[config.mk]
export PLATFORM = sky130hd
export DESIGN_NAME = move_encoder
export DESIGN_NICKNAME = d
export VERILOG_FILES = /design/src/rtl/move_encoder.sv
export SDC_FILE = /design/constraint.sdc
export NUM_CORES = 1
export LEC_CHECK = 0
export ABC_CLOCK_PERIOD_IN_PS = 9250
export CAP_MARGIN = 20
export CORE_AREA = 2 2 73 75
export CTS_BUF_LIST = sky130_fd_sc_hd__clkbuf_16
export DETAILED_ROUTE_END_ITERATION = 16
export DIE_AREA = 0 0 75 77
export GPL_TIMING_DRIVEN = 0
export HOLD_SLACK_MARGIN = 0.06
export PLACE_DENSITY = 0.72
export SETUP_SLACK_MARGIN = 0.02
export SYNTH_ARGS = -nofsm -noshare
export SYNTH_HDL_FRONTEND = slang
export SYNTH_SLANG_ARGS = --single-unit
[constraint.sdc]
create_clock -name clk -period 9.25 [get_ports clk]
set_input_delay 2.775 -clock clk [delete_from_list [all_inputs] [get_ports clk]]
set_output_delay 2.775 -clock clk [all_outputs]
set_load 0.02 [all_outputs]
[src/rtl/move_encoder.sv]
// Keypad-to-move encoder for the game controller.
// Converts nine raw cell buttons into one validated cell index (0..8, index 0 = cell 1).
// Keys are synchronised and debounced. Presses on occupied cells and multi-key presses
// are rejected. Each legal move is offered once over a valid/ready handshake.
//
// Ports:
//   clk          system clock, rising edge
//   rst_n        synchronous active-low reset
//   key_in[8:0]  raw asynchronous cell buttons, bit i = cell i+1
//   occupied[8:0] board occupancy, bit i set = cell i+1 taken
//   enable       game accepting moves (sampled in IDLE only)
//   move_ready   consumer accepts the offered move this cycle
//   move_valid   move_idx holds a legal move
//   move_idx[3:0] encoded cell index 0..8
//   err_occupied one-cycle pulse: pressed cell already occupied
//   err_multi    one-cycle pulse: more than one key in the debounced snapshot
//   busy         high whenever the encoder is not in IDLE
module move_encoder #(
    parameter int unsigned DEBOUNCE_CYCLES = 4
) (
    input  logic       clk,
    input  logic       rst_n,
    input  logic [8:0] key_in,
    input  logic [8:0] occupied,
    input  logic       enable,
    input  logic       move_ready,
    output logic       move_valid,
    output logic [3:0] move_idx,
    output logic       err_occupied,
    output logic       err_multi,
    output logic       busy
);

    localparam int unsigned KEYS  = 9;
    localparam int unsigned CNT_W = (DEBOUNCE_CYCLES > 1) ? $clog2(DEBOUNCE_CYCLES) : 1;
    localparam logic [CNT_W-1:0] CNT_LAST = CNT_W'(DEBOUNCE_CYCLES - 1);

    typedef enum logic [1:0] {
        IDLE     = 2'd0,
        DEBOUNCE = 2'd1,
        OFFER    = 2'd2,
        RELEASE  = 2'd3
    } state_t;

    state_t           state, state_next;
    logic [KEYS-1:0]  key_m, key_s;
    logic [KEYS-1:0]  snap, snap_next;
    logic [CNT_W-1:0] cnt, cnt_next;
    logic             valid_next, err_occ_next, err_multi_next, busy_next;
    logic [3:0]       idx_next;
    logic [3:0]       pop_c;
    logic [3:0]       idx_c;
    logic             occ_hit_c;

    // Two-flop synchroniser for the asynchronous buttons
    always_ff @(posedge clk) begin
        if (!rst_n) begin
            key_m <= '0;
            key_s <= '0;
        end else begin
            key_m <= key_in;
            key_s <= key_m;
        end
    end

    // Snapshot popcount, highest set bit index and occupancy hit
    always_comb begin
        pop_c     = '0;
        idx_c     = '0;
        occ_hit_c = |(snap & occupied);
        for (int i = 0; i < int'(KEYS); i++) begin
            if (snap[i]) begin
                pop_c = pop_c + 4'd1;
                idx_c = 4'(i);
            end
        end
    end

    // State and output registers
    always_ff @(posedge clk) begin
        if (!rst_n) begin
            state        <= IDLE;
            snap         <= '0;
            cnt          <= '0;
            move_valid   <= 1'b0;
            move_idx     <= '0;
            err_occupied <= 1'b0;
            err_multi    <= 1'b0;
            busy         <= 1'b0;
        end else begin
            state        <= state_next;
            snap         <= snap_next;
            cnt          <= cnt_next;
            move_valid   <= valid_next;
            move_idx     <= idx_next;
            err_occupied <= err_occ_next;
            err_multi    <= err_multi_next;
            busy         <= busy_next;
        end
    end

    // Next-state and next-output logic
    always_comb begin
        state_next     = state;
        snap_next      = snap;
        cnt_next       = cnt;
        valid_next     = 1'b0;
        idx_next       = move_idx;
        err_occ_next   = 1'b0;
        err_multi_next = 1'b0;

        case (state)
            IDLE: begin
                if (enable && (key_s != '0)) begin
                    snap_next  = key_s;
                    cnt_next   = '0;
                    state_next = DEBOUNCE;
                end
            end
            DEBOUNCE: begin
                if (key_s == '0) begin
                    state_next = IDLE;
                end else if (key_s != snap) begin
                    snap_next = key_s;
                    cnt_next  = '0;
                end else if (cnt != CNT_LAST) begin
                    cnt_next = cnt + CNT_W'(1);
                end else begin
                    cnt_next = '0;
                    if (pop_c != 4'd1) begin
                        err_multi_next = 1'b1;
                        state_next     = RELEASE;
                    end else if (occ_hit_c) begin
                        err_occ_next = 1'b1;
                        state_next   = RELEASE;
                    end else begin
                        valid_next = 1'b1;
                        idx_next   = idx_c;
                        state_next = OFFER;
                    end
                end
            end
            OFFER: begin
                // Hold the move until the consumer takes it; inputs are ignored here
                if (move_ready) begin
                    cnt_next   = '0;
                    state_next = RELEASE;
                end else begin
                    valid_next = 1'b1;
                end
            end
            RELEASE: begin
                // Any key activity restarts the all-released count
                if (key_s != '0) begin
                    cnt_next = '0;
                end else if (cnt == CNT_LAST) begin
                    cnt_next   = '0;
                    state_next = IDLE;
                end else begin
                    cnt_next = cnt + CNT_W'(1);
                end
            end
            default: state_next = IDLE;
        endcase

        busy_next = (state_next != IDLE);
    end

endmodule

==> impl_metrics.toml <==
[clock_tree]
cts_setup_buffers = 0
cts_resized = 0
root_buffer = "clkbuf_16"
clk_latency_ns = 0.28
cts_tree = "yes"
postCtsHoldBufs = 0
clock_sinks = 39
clkTransAtPathRegs_ns = 0.06
clock_path_buffers = 2
h-tree-depth = 2
numCtsBuffers = 5

[placement]
gp_congestion = 0.8606
dpl.hpwl_mm = 3.789
place_ws_ns = 3.830
placed_area_mm2 = 0.002806
io_buffers = 29

[layout]
fillCellCount = 463
drive_above_1_share_pct = 8.091
nNetsFinal = 343
fin_area_mm2 = 0.002955
antenna_cells = 0
synthToLayoutAreaGrowth_pct = 21.69

[timing]
holdWs_ns = 0.4309
drv_slew = 0
layout_min_cycle_time_ns = 5.384
hold_violations = 0
setup_viol = 0
timing.final.ws_setup_ns = 3.866
final.setup.tns_ns = 0
worst_pin_slew_ns = 0.7014
fin_skew_ns = 0.003727
rsz0062_at_grt = "false"
fmax_mhz = 185.7
finalCritPeriodShare_pct = 58.21
slew_headroom_pct = 53.24

[routing]
drt-total-wl_mm = 5.046
drtPass1Iterations = 4
vias_per_cell = 5.401
post_drt_wl_per_cell_um = 13.31
vias = 2047
drc = 0
drtAntennaViolNets = 0
drt_iter0_markers = 97

[setup_path]
reg2reg_to = "move_idx[0]"
cp-startpoint = "snap[1]"
critPathMaxFanout = 9
critPathLaunchType = "flip-flop"
reg2reg_depth = 23
r2r_slack_ns = 3.87
crit_end = "move_idx[0]"
cp.arrival_ns = 5.60
end_kind = "flip-flop"
crit_required_ns = 9.47
reg2reg_from = "snap[1]"
critPathKind = "reg2reg"

[synthesis]
synth.avg_cell_area_um2 = 8.929
synthFlopType = "dfxtp_1"
synth_edf_count = 0
ys_top_cells_by_count = "dfxtp_1 (39), nand2_1 (30), nor2_1 (24)"
synth_area_mm2 = 0.002429
syn-num-nets = 307
synth.area.top_cells = "dfxtp_1 (32%), ha_1 (6.7%), and2_1 (5.2%), xnor2_1 (4.7%), nand2_1 (4.6%)"
ys_seq_area_share_pct = 32.15
synth.distinct_cells = 57
async_reset_ff_share_pct = 0
synth_largest_area_cell = "dfxtp_1"
synth.most_common_cell = "dfxtp_1"
ys.warnings.count = 0
syn_inst = 272
ys_ff_latch = 39
yosysTopAreaCellShare_pct = 32.15

[power]
power_density_mw_per_mm2 = 197.9
p_leak_uw = 0.001146
peakVddDrop_mv = 0.1866

[grt]
grt_pass1_wl_mm = 8.583
grt_pass1_vias = 1939
grt-ovfl-total = 0
antenna_found_initial = 0
grt_usage_pct = 19.08
grt_max_degree = 15

[floorplanning]
die_h_um = 77
coreArea_mm2 = 0.004977
die_w_um = 75
die-area_mm2 = 0.005775
num_io_pins = 30
fp-row-count = 26
start_util_pct = 48.79

[status]
status = "finished, final reports clean"

[job]
max_cap_violations = 0

[min_path]
hp-class = "reg2reg"
## metrics by stage
step | power, µW | util [%] | cells
6_report | 584.9 | 59.38 | 379
5_1_grt | 622.5 | 59.38 | 379
4_1_cts | 587.4 | 59.38 | 379
3_5_place_dp | 415.2 | 56.39 | 371
3_3_place_gp | 409.7 | 56.39 | 371
2_1_floorplan | 364.4 | - | 272
## power breakdown
| part | leakage [µW] | internal, µW | switching, µW |
|---|---|---|---|
| Clock | 0.0000664 | 101 | 69.9 |
| Combinational | 0.000761 | 98.4 | 122 |
| Sequential | 0.000319 | 182 | 11.6 |
| Total | 0.00115 | 382 | 203 |
## worst min-delay path by stage
stage,start,endpoint,slack (ns),cells past startpoint
floorplan,key_m[0],key_s[0],0.41,1
global route,key_m[1],key_s[1],0.45,1
global placement,key_m[2],key_s[2],0.41,1
finish,key_m[2],key_s[2],0.43,1
detailed placement,key_m[2],key_s[2],0.42,1
CTS,key_m[2],key_s[2],0.43,1
## worst max-delay path, cell delays in order, from the launching register on
cell and delay [ns]:
dfxtp_1 0.41, inv_1 0.09, ha_1 0.29, buf_6 0.14, xor2_1 0.14, ha_1 0.32, mux2_2 0.30, ha_1 0.29
nand2_1 0.13, nand2_1 0.07, ha_1 0.33, nor2b_1 0.16, a31oi_1 0.07, ha_1 0.28, nand2_1 0.14, nand2_1 0.09
ha_1 0.31, mux2_2 0.27, ha_1 0.27, a31o_1 0.20, a21oi_2 0.21, nor4b_4 0.47, o2111ai_1 0.18, a21oi_1 0.16
## flip-flops by register name (all words and copies together), names as in the netlist
signal	cells
snap	9
err_occupied	1
cnt	2
err_multi	1
state	2
move_idx	4
move_valid	1
key_s	9
key_m	9
busy	1
## per-layer routing
metal	global-route usage, %	share of wire, %	wire, µm	vias up
met5	0	0	0	-
met4	6.429	1.9	97	0
met1	23.51	45	2288	957
met2	31.84	49	2453	40
met3	4.599	4.1	208	11
li1	-	-	-	1039
## logic make-up after synthesis
logic type               synth area share (%)
buffers and inverters                   4.740
multiplexers                            6.131
AND/OR/NAND/NOR                         22.51
adder cells (fa/ha/maj)                 6.698
flip-flops                              32.15
XOR/XNOR                                10.46
AO/OA/AOI/OAI                           17.31
## layout make-up
type	instances	area, µm²	area share (%)
Multi-Input combinational cell	209	1533	51.86
Sequential cell	39	780.7	26.42
Timing Repair Buffer	29	290.3	9.822
Clock buffer	5	125.1	4.234
Tap cell	70	87.58	2.964
Buffer	13	73.82	2.498
Inverter	11	41.29	1.397
Clock inverter	3	23.77	0.8044
## cell usage in the layout, fill, tap and decap left out, types with 4 or more instances in the layout
cell	instances
a21oi_1	12
clkbuf_1	6
a31oi_1	4
mux2i_1	10
nand2b_1	4
ha_1	13
and2_1	20
nor2_1	24
xnor2_1	13
a21bo_1	4
clkdlybuf4s50_1	29
dfxtp_1	39
nor3_1	4
nand2_1	30
nand3_1	7
a22oi_1	4
o21ai_0	8
clkbuf_16	5
inv_1	10
No activity file was read; power rests on OpenSTA's default activity.
==> patch 1: new RTL, same settings <==
Add an input register stage for `key_in`, cleared by the reset; this delays it by one clock. The other inputs are not delayed to match.
--- a/src/rtl/move_encoder.sv
+++ b/src/rtl/move_encoder.sv
@@ -42,6 +42,16 @@
         RELEASE  = 2'd3
     } state_t;
 
+    logic [8:0] key_q;
+
+    always_ff @(posedge clk) begin
+        if (!rst_n) begin
+            key_q <= '0;
+        end else begin
+            key_q <= key_in;
+        end
+    end
+
     state_t           state, state_next;
     logic [KEYS-1:0]  key_m, key_s;
     logic [KEYS-1:0]  snap, snap_next;
@@ -58,7 +68,7 @@
             key_m <= '0;
             key_s <= '0;
         end else begin
-            key_m <= key_in;
+            key_m <= key_q;
             key_s <= key_m;
         end
     end
Function: changed (Yosys sat finds a counterexample within 4 cycles, from zero or initial values and one cycle with rst_n low).
==> patch 1 against the unedited design <==
  * Design area rose by 5.7%
  * Sequential cell count rose by 9
  * Maximum frequency decreased by 12%
  * First-iteration DRC count is 22% lower
  * Highest routed layer unchanged
  * Worst setup slack got worse by 0.73 ns
  * Routed wire length is 1.9% higher
  * Synthesized area grew 6.0%
  * Clock skew is 0.00088 ns higher
Power is not compared: it rests on default switching activity, and its combinational part moved more than twofold at a synthesized area within 25%.
==> patch 1: results (changes against the unedited design) <==
Outcome
  • Status: complete, no violations (unchanged)

Place
  • Area after DPL: 0.00295 sq mm (was 0.00281 sq mm)
  • Hpwl dp: 3890 um (was 3790 um)
  • GP Congestion: 0.939 (was 0.861)
  • Placed cells: 388 (was 371)
  • Dpl ws: 3.20 ns (was 3.83 ns)

Synthesis
  • Top post-synthesis cells by count: dfxtp_1 (48), and2_1 (28), nor2_1 (26) (was dfxtp_1 (39), nand2_1 (30), nor2_1 (24))
  • Register area share after synthesis: 37.3% (was 32.1%)
  • Mapped Cells: 289 (was 272)
  • Syn Nets: 324 (was 307)
  • Post-synthesis cell type count: 48 (was 57)
  • Post-synth ARST share: 0% (unchanged)
  • Top cells by area, synth: dfxtp_1 (37%), and2_1 (6.8%), ha_1 (6.3%), xnor2_1 (4.1%), mux2i_1 (3.9%) (was dfxtp_1 (32%), ha_1 (6.7%), and2_1 (5.2%), xnor2_1 (4.7%), nand2_1 (4.6%))

Global routing
  • First-pass GRT wire length: 8780 um (was 8580 um)
  • Vias in the first global route: 1945 (was 1939)
  • Grt total ovfl: 0 (unchanged)
  • Pin count of the biggest net entering global routing: 17 (was 15)
  • Gr usage total: 19.3% (was 19.1%)
  • Initial antenna violation count: 0 (unchanged)

Routing
  • Initial DRT Pass Iterations: 4 (unchanged)
  • WL/cell: 13.0 um (was 13.3 um)
  • 1st-iter DRT viols: 76 (was 97)
  • Post-DR vias/cell: 5.32 (was 5.40)

Clock network
  • CTS Buffer Depth: 2 (unchanged)
  • Worst-skew pair later-pin latency: 0.28 ns (about the same)

Final layout
  • Layout cells sized above 1: 4.60% (was 8.09%)
  • Final nets: 360 (was 343)
  • Footprint of the multi-input gates: 0.00151 sq mm (was 0.00153 sq mm)
  • Fill count: 429 (was 463)
  • Final Non-Filler Cells: 396 (was 379)

STA
  • Slew Limit Headroom: 24.7% (was 53.2%)
  • Max Freq: 164 MHz (was 186 MHz)
  • Clock skew: 0.00461 ns (was 0.00373 ns)

Setup path
  • Setup slack, reg-to-reg: 3.14 ns (was 3.87 ns)
  • WP data arrival: 6.27 ns (was 5.60 ns)
  • Critical-path top delay cell: or4b_1 (was nor4b_4)
  • Worst path max stage delay: 0.53 ns (was 0.47 ns)
  • Crit Path Max Fanout: 7 (was 9)

Hold path
  • Tightest Hold Check Type: flip-flop to flip-flop (unchanged)
[patch 1: worst paths after layout]
| check | from | end | cells after the start |
|---|---|---|---|
| setup / recovery | snap[1]$_SDFFE_PN0P_ | busy$_SDFF_PN0_ | 28 |
| hold / removal | key_q[7]$_SDFF_PN0_ | key_m[7]$_SDFF_PN0_ | 1 |
| setup reg to reg | snap[1]$_SDFFE_PN0P_ | busy$_SDFF_PN0_ | 28 |
| hold reg to reg | key_q[7]$_SDFF_PN0_ | key_m[7]$_SDFF_PN0_ | 1 |
[patch 1: layout make-up]
type	count	area share [%]
Timing Repair Buffer	29	9.29
Buffer	13	1.64
Clock buffer	5	4.01
Multi-Input combinational cell	215	48.4
Sequential cell	48	30.8
Clock inverter	3	1.48
Tap cell	70	2.80
Inverter	13	1.56
[patch 1: worst max-delay path, delay by kind of cell, from the launching register on]
| kind | cells | cell delay, ns |
|---|---|---|
| compound gates | 6 | 0.90 |
| buf+inv | 3 | 0.31 |
| simple gates | 10 | 1.81 |
| mux | 1 | 0.16 |
| xor+xnor | 1 | 0.18 |
| fa+ha+maj | 7 | 2.18 |
| flops | 1 | 0.47 |
[patch 1: metal layers]
layer  wire, um  vias to the layer above  track usage, %
met3        262                        4            4.20
met4         48                        0            5.89
met2       2530                       59            31.3
met1       2300                      943            25.2
li1           -                     1099               -
met5          0                        -               0
[patch 1: stage by stage]
step | hold slack (ns) | power [mW]
after floorplan | 0.412 | 0.275
after global placement | 0.414 | 0.297
after detailed placement | 0.417 | 0.298
after CTS | 0.433 | 0.502
after global routing | 0.434 | 0.520
final | 0.429 | 0.497
[patch 1: cells by family (layout without fill, tap and decap cells)]
| family | count (synthesis) | count (layout) | share of synthesized area (%) |
|---|---|---|---|
| AOI/OAI and AO/OA | 52 | 52 | 13.7 |
| xor gates and xnor gates | 22 | 22 | 10.3 |
| adders and majority gates | 13 | 13 | 6.32 |
| buffers and inverters | 26 | 63 | 3.89 |
| DFF | 48 | 48 | 37.3 |
| muxes | 10 | 10 | 3.89 |
| and+or+nand+nor | 118 | 118 | 24.6 |
[patch 1: report_power, final]
part           switching, mW  internal, mW  total [mW]  leakage [nW]
logic                 0.0397        0.0351      0.0749         0.839
registers            0.00471         0.214       0.219         0.392
clock network         0.0746         0.128       0.203        0.0804
==> patch 2: new RTL, config.mk and constraints unchanged <==
Made on the original files. `DEBOUNCE_CYCLES`: 4 -> 2.
--- a/src/rtl/move_encoder.sv
+++ b/src/rtl/move_encoder.sv
@@ -16,7 +16,7 @@
 //   err_multi    one-cycle pulse: more than one key in the debounced snapshot
 //   busy         high whenever the encoder is not in IDLE
 module move_encoder #(
-    parameter int unsigned DEBOUNCE_CYCLES = 4
+    parameter int unsigned DEBOUNCE_CYCLES = 2
 ) (
     input  logic       clk,
     input  logic       rst_n,
Function: changed (Yosys sat finds a counterexample within 10 cycles, from zero or initial values and one cycle with rst_n low).
==> patch 2 against the unedited design <==
  * Final cell count down 1.1%
  * Synthesized cell count shrank 1.5%
  * Routed wire length rose by 0.16%
  * Non-clock buffer count is the same
  * Maximum frequency is 1.1% lower
  * Design area is 2.2% lower
  * Worst setup slack lost 0.060 ns
  * Sequential power is 3% lower
  * Count of clock-buffer cells in the layout unchanged
  * Sequential cell count shrank 1
  * Synthesized area is 3.6% lower
  * Power about the same
  * Largest cell class unchanged
  * Largest power group unchanged
==> patch 2: results (changes against the unedited design) <==
Synthesis
  • Register area share after synthesis: 32.5% (was 32.1%)
  • Post-synth ARST share: 0% (unchanged)
  • Top post-synthesis cells by count: dfxtp_1 (38), nand2_1 (31), nor2_1 (20) (was dfxtp_1 (39), nand2_1 (30), nor2_1 (24))
  • Post-synthesis cell type count: 61 (was 57)
  • Top cells by area, synth: dfxtp_1 (32%), ha_1 (6.4%), and2_1 (5.1%), nand2_1 (5.0%), xnor2_1 (4.5%) (was dfxtp_1 (32%), ha_1 (6.7%), and2_1 (5.2%), xnor2_1 (4.7%), nand2_1 (4.6%))
  • Synth warn: 0 (unchanged)
  • Syn Nets: 302 (was 307)

Global routing
  • Vias in the first global route: 1930 (was 1939)
  • Initial antenna violation count: 0 (unchanged)
  • Gr usage total: 19.1% (unchanged)
  • Pin count of the biggest net entering global routing: 14 (was 15)
  • First-pass GRT wire length: 8560 um (was 8580 um)

Place
  • Hpwl dp: 3870 um (was 3790 um)
  • GP Congestion: 0.885 (was 0.861)
  • Port-buffer cells: 29 (unchanged)

Final layout
  • Top Registers: key_m: 9 flops, key_s: 9 flops, snap: 9 flops (unchanged)
  • Layout cells sized above 1: 7.87% (was 8.09%)
  • Fill count: 463 (unchanged)
  • N_diodes: 0 (unchanged)
  • Final nets: 338 (was 343)

Routing
  • Post-DR vias/cell: 5.36 (was 5.40)
  • WL/cell: 13.5 um (was 13.3 um)
  • 1st-iter DRT viols: 145 (was 97)
  • Initial DRT Pass Iterations: 4 (unchanged)

Pwr
  • Leak: 1.10 nW (was 1.15 nW)
  • Worst vdd ir: 0.138 mV (was 0.187 mV)

Floorplanning
  • Placement Rows: 26 (unchanged)

STA
  • Worst-Margin Slew: 0.669 ns (was 0.701 ns)
  • Clock skew: 0.00263 ns (was 0.00373 ns)

Clock network
  • Number of buffers created by CTS: 5 (unchanged)
  • H-tree depth: 2 (unchanged)
  • Post-CTS Setup Repair Bufs: 0 (unchanged)
  • Resized cells post-CTS: 0 (unchanged)
  • Worst-skew pair later-pin latency: 0.28 ns (about the same)
  • CTS Buffer Depth: 2 (unchanged)
  • CTS clk-pin slew, worst paths: 0.06 ns (about the same)
  • Root buffer cell: clkbuf_16 (unchanged)

Setup path
  • WP data arrival: 5.65 ns (was 5.60 ns)
  • Crit Path Max Fanout: 9 (unchanged)

Outcome
  • Status: complete, no violations (unchanged)

Hold path
  • Tightest Hold Check Type: flip-flop to flip-flop (unchanged)

Flow run
  • Max Cap Viol: 0 (unchanged)
-- patch 2: cell type report --
class | instances | area [sq um] | area share (%)
inverters | 13 | 48.8 | 1.69
well taps | 70 | 87.6 | 3.03
plain buffers | 13 | 57.6 | 1.99
clock buffers | 5 | 125 | 4.33
repair buffers | 29 | 290 | 10.0
flip-flops and latches | 38 | 761 | 26.3
clock inverters | 3 | 45.0 | 1.56
multi-input cells | 204 | 1470 | 51.0
-- patch 2: path summary, 6_finish.rpt --
check | end | cells after the start | slack, ns | from
worst min-delay path | key_s[0]$_SDFF_PN0_ | 1 | 0.43 | key_m[0]$_SDFF_PN0_
worst max-delay path | move_idx[0]$_SDFFE_PN0P_ | 23 | 3.81 | snap[0]$_SDFFE_PN0P_
worst min register to register | key_s[0]$_SDFF_PN0_ | 1 | 0.43 | key_m[0]$_SDFF_PN0_
worst max register to register | move_idx[0]$_SDFFE_PN0P_ | 23 | 3.81 | snap[0]$_SDFFE_PN0P_
-- patch 2: where the power goes --
| part | internal [mW] | switching, mW | total [mW] |
|---|---|---|---|
| Combinational | 0.0911 | 0.111 | 0.203 |
| Clock | 0.127 | 0.0670 | 0.194 |
| Sequential | 0.178 | 0.0113 | 0.189 |
-- patch 2: cells by family after synthesis --
kind of cell	count (synthesis)	share of synthesized area (%)
AOI/OAI and AO/OA	60	19.3
muxes	12	5.24
xor gates and xnor gates	19	10.2
DFF	38	32.5
and+or+nand+nor	101	21.9
adders and majority gates	12	6.41
buffers and inverters	26	4.54
-- patch 2: routing by layer --
metal | up-vias | track usage [%] | routed length [um]
met3 | 4 | 3.29 | 135
met1 | 949 | 22.6 | 2180
met4 | 0 | 6.79 | 49
met5 | - | 0 | 0
met2 | 35 | 33.5 | 2690
li1 | 1023 | - | -
-- patch 2: stage by stage --
stage / instances / cell area (sq um) / hold slack [ns] / setup slack, ns
finish: 375 / 2890 / 0.432 / 3.81
global route: 375 / 2890 / 0.454 / 3.43
CTS: 375 / 2890 / 0.436 / 3.84
detailed placement: 367 / 2720 / 0.420 / 3.86
global placement: 367 / 2720 / 0.414 / 3.87
floorplan: 268 / 2340 / 0.412 / 4.35
-- patch 2: critical path, stage by stage (launching register included) --
cell,delay [ns]
dfxtp_1,0.42
inv_1,0.07
ha_1,0.31
buf_6,0.14
xor2_1,0.14
ha_1,0.32
mux2_2,0.29
ha_1,0.31
nand2_1,0.12
nand2_1,0.07
ha_1,0.33
nor2b_1,0.17
a31oi_1,0.07
ha_1,0.28
nand2_1,0.12
nand2_1,0.09
ha_1,0.31
mux2_2,0.27
ha_1,0.26
a31o_2,0.22
a21oi_2,0.23
nor4b_4,0.49
o2111ai_1,0.18
a21oi_1,0.18
